$ cat config.mk
export PLATFORM = sky130hd
export DESIGN_NAME = adc_128s_fc
export DESIGN_NICKNAME = d
export VERILOG_FILES = /design/src/rtl/adc_128s_fc.sv
export SDC_FILE = /design/constraint.sdc
export NUM_CORES = 1
export LEC_CHECK = 0
export ABC_CLOCK_PERIOD_IN_PS = 2800
export CAP_MARGIN = 20
export CORE_ASPECT_RATIO = 0.75
export CORE_UTILIZATION = 45
export CTS_BUF_LIST = sky130_fd_sc_hd__clkbuf_4 sky130_fd_sc_hd__clkbuf_8
export DETAILED_ROUTE_END_ITERATION = 8
export GPL_TIMING_DRIVEN = 0
export HOLD_SLACK_MARGIN = 0.1
export PLACE_DENSITY = 0.69
export SLEW_MARGIN = 20
export SYNTH_ARGS = -nofsm -noshare
export SYNTH_HDL_FRONTEND = slang
export SYNTH_SLANG_ARGS = --single-unit
export TNS_END_PERCENT = 20
$ cat constraint.sdc
create_clock -name clk -period 2.8 [get_ports clk]
set_input_delay 0.56 -clock clk [delete_from_list [all_inputs] [get_ports clk]]
set_output_delay 0.56 -clock clk [all_outputs]
set_load 0.03 [all_outputs]
$ cat src/rtl/adc_128s_fc.sv
// -----------------------------------------------------------------------------
// adc_128s_fc
//
// Behavioural stand-in for an ADC128S-family SPI ADC. The chip is an SPI
// mode-3 slave that returns the 12-bit value of one of eight channels. The
// channel returned in a frame is the one chosen by the command word of the
// previous frame, so there is a one-frame pipeline. All SPI pins are
// asynchronous to clk. They are synchronized and sampled as ordinary data;
// the design never uses SCLK as a clock.
//
// Ports
//   clk          in   system clock; all state changes on its rising edge
//   rst          in   synchronous active-high reset
//   SS_n         in   SPI slave select, active low (asynchronous)
//   SCLK         in   SPI serial clock, idle high (asynchronous)
//   MOSI         in   SPI data from the master
//   MISO         out  SPI data to the master; driven low while deselected
//   ld_cell_lft  in   channel 0 analog value (12 bits)
//   ld_cell_rght in   channel 4 analog value (12 bits)
//   steerPot     in   channel 5 analog value (12 bits)
//   batt         in   channel 6 analog value (12 bits)
//   Channels 1, 2, 3 and 7 read as 12'h000.
// -----------------------------------------------------------------------------
module adc_128s_fc (
  input  logic        clk,
  input  logic        rst,
  input  logic        SS_n,
  input  logic        SCLK,
  input  logic        MOSI,
  output logic        MISO,
  input  logic [11:0] ld_cell_lft,
  input  logic [11:0] ld_cell_rght,
  input  logic [11:0] steerPot,
  input  logic [11:0] batt
);

  // Frame-level state.
  // ST_UNARMED: entered on reset. The chip waits here until it sees SS_n high
  //   through a flushed synchronizer. A reset that lands mid-frame therefore
  //   cannot resume that frame when SS_n is still low afterwards.
  // ST_IDLE:    deselected; the next SS_n fall starts a frame.
  // ST_FRAME:   selected; SCLK edges are acted on.
  typedef enum logic [1:0] {
    ST_UNARMED = 2'd0,
    ST_IDLE    = 2'd1,
    ST_FRAME   = 2'd2
  } state_e;

  localparam logic [4:0] BITS_PER_FRAME = 5'd16;

  // ---------------------------------------------------------------------------
  // Synchronizers and edge detection
  // ---------------------------------------------------------------------------
  logic ss_n_ff1_q, ss_n_ff2_q, ss_n_prev_q;
  logic sclk_ff1_q, sclk_ff2_q, sclk_prev_q;
  logic mosi_ff1_q, mosi_ff2_q;
  logic [1:0] flush_q, flush_d;

  // NOTE: every clocked register is assigned with <= so that all flops sample
  // their inputs from the same edge. With = the second flop of a synchronizer
  // would collapse into the first.
  always_ff @(posedge clk) begin
    if (rst) begin
      ss_n_ff1_q  <= 1'b1;
      ss_n_ff2_q  <= 1'b1;
      ss_n_prev_q <= 1'b1;
      sclk_ff1_q  <= 1'b1;
      sclk_ff2_q  <= 1'b1;
      sclk_prev_q <= 1'b1;
      mosi_ff1_q  <= 1'b0;
      mosi_ff2_q  <= 1'b0;
      flush_q     <= 2'd0;
    end else begin
      ss_n_ff1_q  <= SS_n;
      ss_n_ff2_q  <= ss_n_ff1_q;
      ss_n_prev_q <= ss_n_ff2_q;
      sclk_ff1_q  <= SCLK;
      sclk_ff2_q  <= sclk_ff1_q;
      sclk_prev_q <= sclk_ff2_q;
      mosi_ff1_q  <= MOSI;
      mosi_ff2_q  <= mosi_ff1_q;
      flush_q     <= flush_d;
    end
  end

  // Reset loads the synchronizers with idle values. ss_n_ff2_q reflects the
  // real pin only after two edges, so flush_q counts those edges before the
  // FSM trusts it.
  always_comb begin
    flush_d = flush_q;
    if (flush_q != 2'd2) begin
      flush_d = flush_q + 2'd1;
    end
  end

  logic sync_valid;
  logic ss_fall, ss_rise, sclk_rise, sclk_fall;

  assign sync_valid = (flush_q == 2'd2);
  assign ss_fall    =  ss_n_prev_q & ~ss_n_ff2_q;
  assign ss_rise    = ~ss_n_prev_q &  ss_n_ff2_q;
  assign sclk_rise  = ~sclk_prev_q &  sclk_ff2_q;
  assign sclk_fall  =  sclk_prev_q & ~sclk_ff2_q;

  // ---------------------------------------------------------------------------
  // Frame FSM
  // ---------------------------------------------------------------------------
  state_e state_q, state_d;

  always_ff @(posedge clk) begin
    if (rst) begin
      state_q <= ST_UNARMED;
    end else begin
      state_q <= state_d;
    end
  end

  logic frame_start, frame_end, in_frame;

  // NOTE: every signal driven here gets a default value before the case. Any
  // path that leaves a signal unassigned would infer a latch.
  always_comb begin
    state_d     = state_q;
    frame_start = 1'b0;
    frame_end   = 1'b0;
    in_frame    = 1'b0;
    case (state_q)
      ST_UNARMED: begin
        if (sync_valid && ss_n_ff2_q) begin
          state_d = ST_IDLE;
        end
      end
      ST_IDLE: begin
        if (ss_fall) begin
          state_d     = ST_FRAME;
          frame_start = 1'b1;
        end
      end
      ST_FRAME: begin
        in_frame = 1'b1;
        if (ss_rise) begin
          state_d   = ST_IDLE;
          frame_end = 1'b1;
        end
      end
      default: state_d = ST_UNARMED;
    endcase
  end

  // ---------------------------------------------------------------------------
  // Datapath: channel pointer, tx/rx shift registers, bit counter
  // ---------------------------------------------------------------------------
  logic [2:0]  ptr_q, ptr_d;
  logic [15:0] tx_q, tx_d;
  logic [15:0] rx_q, rx_d;
  logic [4:0]  cnt_q, cnt_d;
  logic        seen_rise_q, seen_rise_d;
  logic [11:0] chan_val;

  // Channel mux. The value is read only at frame start, so later changes on
  // the analog inputs cannot reach the word being shifted out.
  always_comb begin
    chan_val = 12'h000;
    case (ptr_q)
      3'd0:    chan_val = ld_cell_lft;
      3'd4:    chan_val = ld_cell_rght;
      3'd5:    chan_val = steerPot;
      3'd6:    chan_val = batt;
      default: chan_val = 12'h000;
    endcase
  end

  always_comb begin
    ptr_d       = ptr_q;
    tx_d        = tx_q;
    rx_d        = rx_q;
    cnt_d       = cnt_q;
    seen_rise_d = seen_rise_q;

    if (frame_start) begin
      // A single synchronized SS_n cannot rise and fall in the same cycle.
      // A rise one cycle earlier has therefore already updated ptr_q, and
      // this load uses the new pointer.
      tx_d        = {4'b0000, chan_val};
      rx_d        = 16'h0000;
      cnt_d       = 5'd0;
      seen_rise_d = 1'b0;
    end else if (in_frame) begin
      if (sclk_rise) begin
        rx_d        = (rx_q << 1) | {15'd0, mosi_ff2_q};
        seen_rise_d = 1'b1;
        if (cnt_q != BITS_PER_FRAME) begin
          cnt_d = cnt_q + 5'd1;
        end
      end
      // The first SCLK fall of a frame comes before any data bit. tx[15]
      // must stay on MISO for that fall, so no shift happens yet.
      if (sclk_fall && seen_rise_q) begin
        tx_d = tx_q << 1;
      end
      // Only a complete 16-bit frame may retarget the pointer. A short frame
      // leaves the previous channel selected.
      if (frame_end && (cnt_q == BITS_PER_FRAME)) begin
        ptr_d = rx_q[13:11];
      end
    end
  end

  always_ff @(posedge clk) begin
    if (rst) begin
      ptr_q       <= 3'd0;
      tx_q        <= 16'h0000;
      rx_q        <= 16'h0000;
      cnt_q       <= 5'd0;
      seen_rise_q <= 1'b0;
    end else begin
      ptr_q       <= ptr_d;
      tx_q        <= tx_d;
      rx_q        <= rx_d;
      cnt_q       <= cnt_d;
      seen_rise_q <= seen_rise_d;
    end
  end

  // MISO is forced low outside a frame, and the output is never tri-stated.
  assign MISO = in_frame ? tx_q[15] : 1'b0;

endmodule

# Word-level counts from Yosys, hierarchy flattened
# Cells that the tools add are included.
totals:
  register_bits: 51
classes:
  n_bitwise: 10
  mux: 14
  eq_ne: 12
  reduce_logical: 14
  add_sub_neg: 2
op_table:
  columns: ["operator", "count"]
  rows:
  - ["case mux 12 bit (4 select lines)", 1]
  - ["two-way mux 12 bit", 3]
  - ["bitwise OR 14 x 1 -> 14 bit", 1]
  - ["== test 3 bit (second input constant)", 3]
  - ["AND reduction 3 bit", 3]
  - ["!= test 2 bit (second input constant)", 4]
  - ["two-way mux 1 bit", 6]
  - ["two-way mux 2 bit", 3]
  - ["case mux 2 bit (3 select lines)", 1]
  - ["AND reduction 2 bit", 3]
  - ["adder 5 x 1 -> 5 bit (second input constant)", 1]
  - ["== test 5 bit (second input constant)", 1]
  - ["!= test 5 bit (second input constant)", 1]
  - ["NOT 1 bit", 5]
  - ["AND 1 bit", 4]
  - ["== test 2 bit (second input constant)", 2]
  - ["nonzero test 2 bit", 2]
  - ["logical AND 1 bit", 3]
  - ["logical NOT 3 bit", 1]
  - ["adder 2 x 1 -> 2 bit (second input constant)", 1]
  - ["== test 2 x 1 -> 1 bit (second input constant)", 1]
  - ["logical NOT 2 bit", 1]
  - ["OR reduction 2 bit", 1]

# Longest topological paths before layout
# Gate-level depths: netlist of run 1.
depth:
  word_depth: 6
  mapped_depth: 6
  ltp_nobuf: 6

# Least setup slack after synthesis of run 1
# OpenSTA, ideal clock, no wires.
synth_timing:
  path_kind: "input-to-reg"
  start: "input port rst"
  end: "register tx_q[2]"
  path_buffers: 1
  arrival_ps: 1416
  slack_ps: 1318
  path_stages: 4
  path_cell_list: "or3b_1 > buf_6 > o221a_1 > a21oi_2"
synth_rtl:
  columns: ["item", "line_no", "rtl"]
  rows:
  - ["start, declared", "26", "input logic rst,"]
  - ["end signal, assigned", "218", "tx_q <= tx_d;"]
  - ["end, declared", "154", "logic [15:0] tx_q, tx_d;"]

# Worst setup path after layout of run 1
layout_timing:
  start: "register state_q[1]"
  end: "output port MISO"
layout_via:
  elab_chain_cells: 3
layout_lines:
  columns: ["item", "line_no", "rtl"]
  rows:
  - ["start, declared", "108", "state_e state_q, state_d;"]
  - ["start signal, assigned", "114", "state_q <= state_d;"]
  - ["== test 2 bit", "127", "case (state_q)"]
  - ["two-way mux 1 bit", "127", null]
  - ["two-way mux 1 bit", "226", "assign MISO = in_frame ? tx_q[15] : 1'b0;"]
  - ["end, declared", "30", "output logic MISO,"]
# Every way passes these cells.

==> results of run 1 <==
[worst max path at each step]
stage | startpoint | endpoint | slack, ps | cells past startpoint
after global routing | state_q[1] | MISO | 370 | 3
after floorplan | rst | tx_q[2] | 1320 | 4
after global placement | rst | rx_q[1] | 770 | 6
final | state_q[1] | MISO | 450 | 3
after detailed placement | rst | rx_q[1] | 760 | 6
after CTS | state_q[1] | MISO | 450 | 3
[critical path: stages (launching register included)]
cell and delay (ps):
dfxtp_1 420, and2b_1 260, and2_1 150, clkdlybuf4s50_1 660
[cells in the final DEF, fill, tap and decap left out, types with 5 or more instances in the layout]
| cell type | count |
|---|---|
| buf_2 | 7 |
| nor2_1 | 18 |
| a21oi_2 | 5 |
| clkdlybuf4s50_1 | 53 |
| a21oi_1 | 35 |
| mux2i_1 | 30 |
| clkbuf_8 | 9 |
| or2_2 | 6 |
| o221a_1 | 10 |
| nand2_1 | 41 |
| dfxtp_1 | 51 |
[area by class of cell]
class                   instances  area [um^2]  share of cell area, %
clock buffers                   7        83.83                  2.699
repair buffers                 53        530.5                  17.08
clock inverters                 1        5.005                 0.1612
multi-input cells             183         1201                  38.68
well taps                      72        90.09                  2.901
plain buffers                  20        162.7                  5.238
inverters                       3        11.26                 0.3626
flip-flops and latches         51         1021                  32.88
[power breakdown]
| group | total, uW | internal (uW) | switching [uW] | leakage, uW |
|---|---|---|---|---|
| clock network | 420 | 195 | 225 | 0.0000491 |
| logic | 209 | 128 | 81.4 | 0.000737 |
| registers | 775 | 755 | 20.3 | 0.000413 |
[cells by family after synthesis]
group / after synthesis / share of synthesized area, %
xor gates and xnor gates: 5 / 1.828
adders and majority gates: 3 / 1.567
AOI/OAI and AO/OA: 55 / 15.40
and+or+nand+nor: 90 / 18.80
buffers and inverters: 23 / 7.258
muxes: 30 / 12.53
DFF: 51 / 42.61
[per-layer routing]
metal,global-route usage [%],up-vias
li1,-,1015
met1,29.60,915
met2,30.56,39
met3,4.648,4
met4,3.750,0
met5,0,-
[stage by stage]
stage | util [%] | setup slack (ps)
final | 61.99 | 453.7
after global placement | 60.21 | 765.1
after global routing | 61.99 | 365.6
after CTS | 61.99 | 445.8
after detailed placement | 60.21 | 758.1
after floorplan | - | 1318
[flip-flops by register name (all words and copies together) (netlist names)]
register	flops
sclk_ff2_q	1
sclk_ff1_q	1
ss_n_ff2_q	1
mosi_ff1_q	1
mosi_ff2_q	1
seen_rise_q	1
cnt_q	5
ptr_q	3
flush_q	2
sclk_prev_q	1
ss_n_ff1_q	1
rx_q	14
ss_n_prev_q	1
state_q	2
tx_q	16
==> results.md, run 1 <==
Clock network:
- Counting every sink on the clock net gives 51.
- In this run, post-CTS hold repair placed 0 buffers.
- The number of gates resized after CTS was 0.
- The TritonCTS clock tree is built.
- Buffers added to address setup during post-CTS repair amount to 0.
- The clock root buffer is clkbuf_8.
- The maximum number of buffers from clock root to sink is 2.
- Clock-pin slew was measured on the worst setup and hold paths at 90 ps.
- The total number of H-tree levels is 2.
- The total clock buffers created by CTS is 5.
- The later pin in the worst-skew pair is clocked with a latency of 300 ps.

Layout:
- The post-route netlist has 12.26% of its cells at a drive strength greater than 1.
- The summed area of non-filler cells in the final layout is 3105 um^2.
- The number of nets in the layout is 373.
- The number of antenna cells inserted is 0.
- Compared with the post-synthesis result, the final layout area differs by 29.61%.
- The number of filler instances in the final layout is 451.
- The count of cells in the finished layout, fillers not included, comes to 390.

Detailed routing:
- Signal routing reaches up to met4.
- In the final routed layout, each cell accounts on average for 13.13 um.
- After detailed routing, the number of remaining DRC violations is 0.
- The violation count after the first detailed-routing iteration is about 100.
- The detailed-routed wire length on met3 is 229 um.
- The routed wire length is around 5000 um.
- Detailed routing placed a total of 2114 um of wire on met2.
- The via density per instance is 5.059.
- The count of antenna-violating nets left after detailed routing is 0.
- The via total after detailed routing is 1,973.
- The wire length on met1 is ~2800 um.
- The count of TritonRoute iterations in the first routing pass is 4.

Global route:
- The overall fraction of global-route tracks in use is between 20% and 30%.
- The number of global-route vias before repair is 1,930.
- The first global-routing pass estimated ~8900 um of wire.
- The initial antenna violation count is 0.
- The maximum number of pins on one net before global-route repair is 15.
- The total overflow left after global routing is 0.

Worst setup path:
- The capture instance of the worst register-to-register path is tx_q[9].
- The setup path with the least slack is of type reg2out.
- The source of the worst register-to-register timing path is state_q[0].
- At the worst endpoint, the arrival time is 1790 ps.
- The depth of the worst register-to-register path is 6.
- For the worst setup path, the data required time is 2240 ps.
- The peak fanout along the critical path is 6.
- The critical path startpoint category is a flop.
- STA classifies the critical path endpoint as an output pin.
- The minimum setup slack among reg-to-reg paths is 1250 ps.

STA:
- The number of hold-slack violations in the final timing report is 0.
- For the final routed database, the setup TNS stands at 0 ps.
- Setup violations remaining at the end of the flow were counted as 0.
- Setup repair after global routing left no endpoint under its margin.
- The slew at the pin closest to its max-slew limit is around 440 ps.
- The normalized max-slew margin is between 70 and 80%.
- Static timing analysis puts the maximum clock frequency at 426.2 MHz.
- In the finished design, the share of the clock period the worst path needs comes to 83.80%.
- The routed design could run at a clock period as short as 2346 ps.
- The worst clock skew is between 5 and 6 ps.
- The number of slew-limit violations in the final report is 0.
- Hold timing on the final database bottoms out at a slack of about 420 ps.

Logic synthesis:
- After synthesis the netlist holds a flip-flop and latch count of 51.
- The count of warnings emitted by yosys is 0.
- The fraction of synthesized cell area taken by the top area cell type is 42.61%.
- The fraction of registers with async set/reset is 0%.
- A synthesized cell averages between 9 and 10 um^2.
- In this run, synthesis inferred 0 flip-flops with an integrated enable.
- The number of nets in the synthesized netlist is 313.
- In the synthesized netlist, the number of instances is 257.
- The netlist area before placement is between 2000 and 2500 um^2.
- dfxtp_1 takes more of the synthesized area than any other cell.
- Ranked by instance count, the synthesized netlist is headed by 51 x dfxtp_1, 41 x nand2_1, 35 x a21oi_1.
- Among all cell types in the netlist, the one instantiated most often is dfxtp_1.
- Sorting the synthesized cells by area gives the leading types as dfxtp_1 43%, mux2i_1 13%, a21oi_1 7.3%, nand2_1 6.4%, o221a_1 4.7%.
- The main flop type after synthesis is dfxtp_1.
- After synthesis, flip-flops and latches occupy approximately 43% of the total area.
- In this run, distinct cell masters in the synthesized netlist total 36.

Placed design:
- Detailed placement finished with a half-perimeter wire length of 3915 um.
- Routability-driven placement finished with a final weighted congestion of ~0.73.
- The number of placed instances with taps included is 382.
- The placed instances occupy a cell area of 3017 um^2.
- During placement, the flow inserted port buffers numbering 53.

Floorplanning:
- From bottom edge to top edge, the die measures 65.20 um.
- The floorplan has 22 rows.
- The die is 86.26 um wide.
- The area of the die is 5623 um^2.
- The initial utilization of the core area, before any placement, comes to 47.83%.
- The number of ports placed on the die boundary is 54.
- The total area inside the core boundary comes to 5010 um^2.

Power and ir drop:
- The maximum ir drop on the vdd rail is 430.2 uV.
- The total power consumption of the routed design is about 1400 uW.
- The power density relative to cell area is roughly 450 nW/um^2.
- The leakage component of the power is 0.001199 uW.

Run status:
- The run finished with clean final reports.

Min path:
- The worst hold path endpoint is ss_n_ff2_q.
- The worst hold path begins at ss_n_ff1_q.
- The tightest min-delay check is of the reg2reg type.
- The number of instances on the worst hold path is 1.

Flow run:
- Max-cap violations in this run came to 0.
No activity file was read; power rests on OpenSTA's default activity.
==> run 2, diff against run 1 <==
--- a/config.mk
+++ b/config.mk
@@ -5,7 +5,7 @@
 export SDC_FILE = /design/constraint.sdc
 export NUM_CORES = 1
 export LEC_CHECK = 0
-export ABC_CLOCK_PERIOD_IN_PS = 2800
+export ABC_CLOCK_PERIOD_IN_PS = 2410
 export CAP_MARGIN = 20
 export CORE_ASPECT_RATIO = 0.75
 export CORE_UTILIZATION = 45
==> constraint.sdc (replaced) <==
create_clock -name clk -period 2.41 [get_ports clk]
set_input_delay 0.482 -clock clk [delete_from_list [all_inputs] [get_ports clk]]
set_output_delay 0.482 -clock clk [all_outputs]
set_load 0.03 [all_outputs]
==> results of run 2 <==
The final DEF is identical to that of run 1. Status: completed.
Main changes from that run: setup slack after placement 758.1 ps -> 446.1 ps; setup slack after layout 453.7 ps -> 141.7 ps; register-to-register setup slack 1250 ps -> 860 ps; total power 1405 uW -> 1632 uW; worst IR drop on VDD 430.2 uV -> 499.8 uV
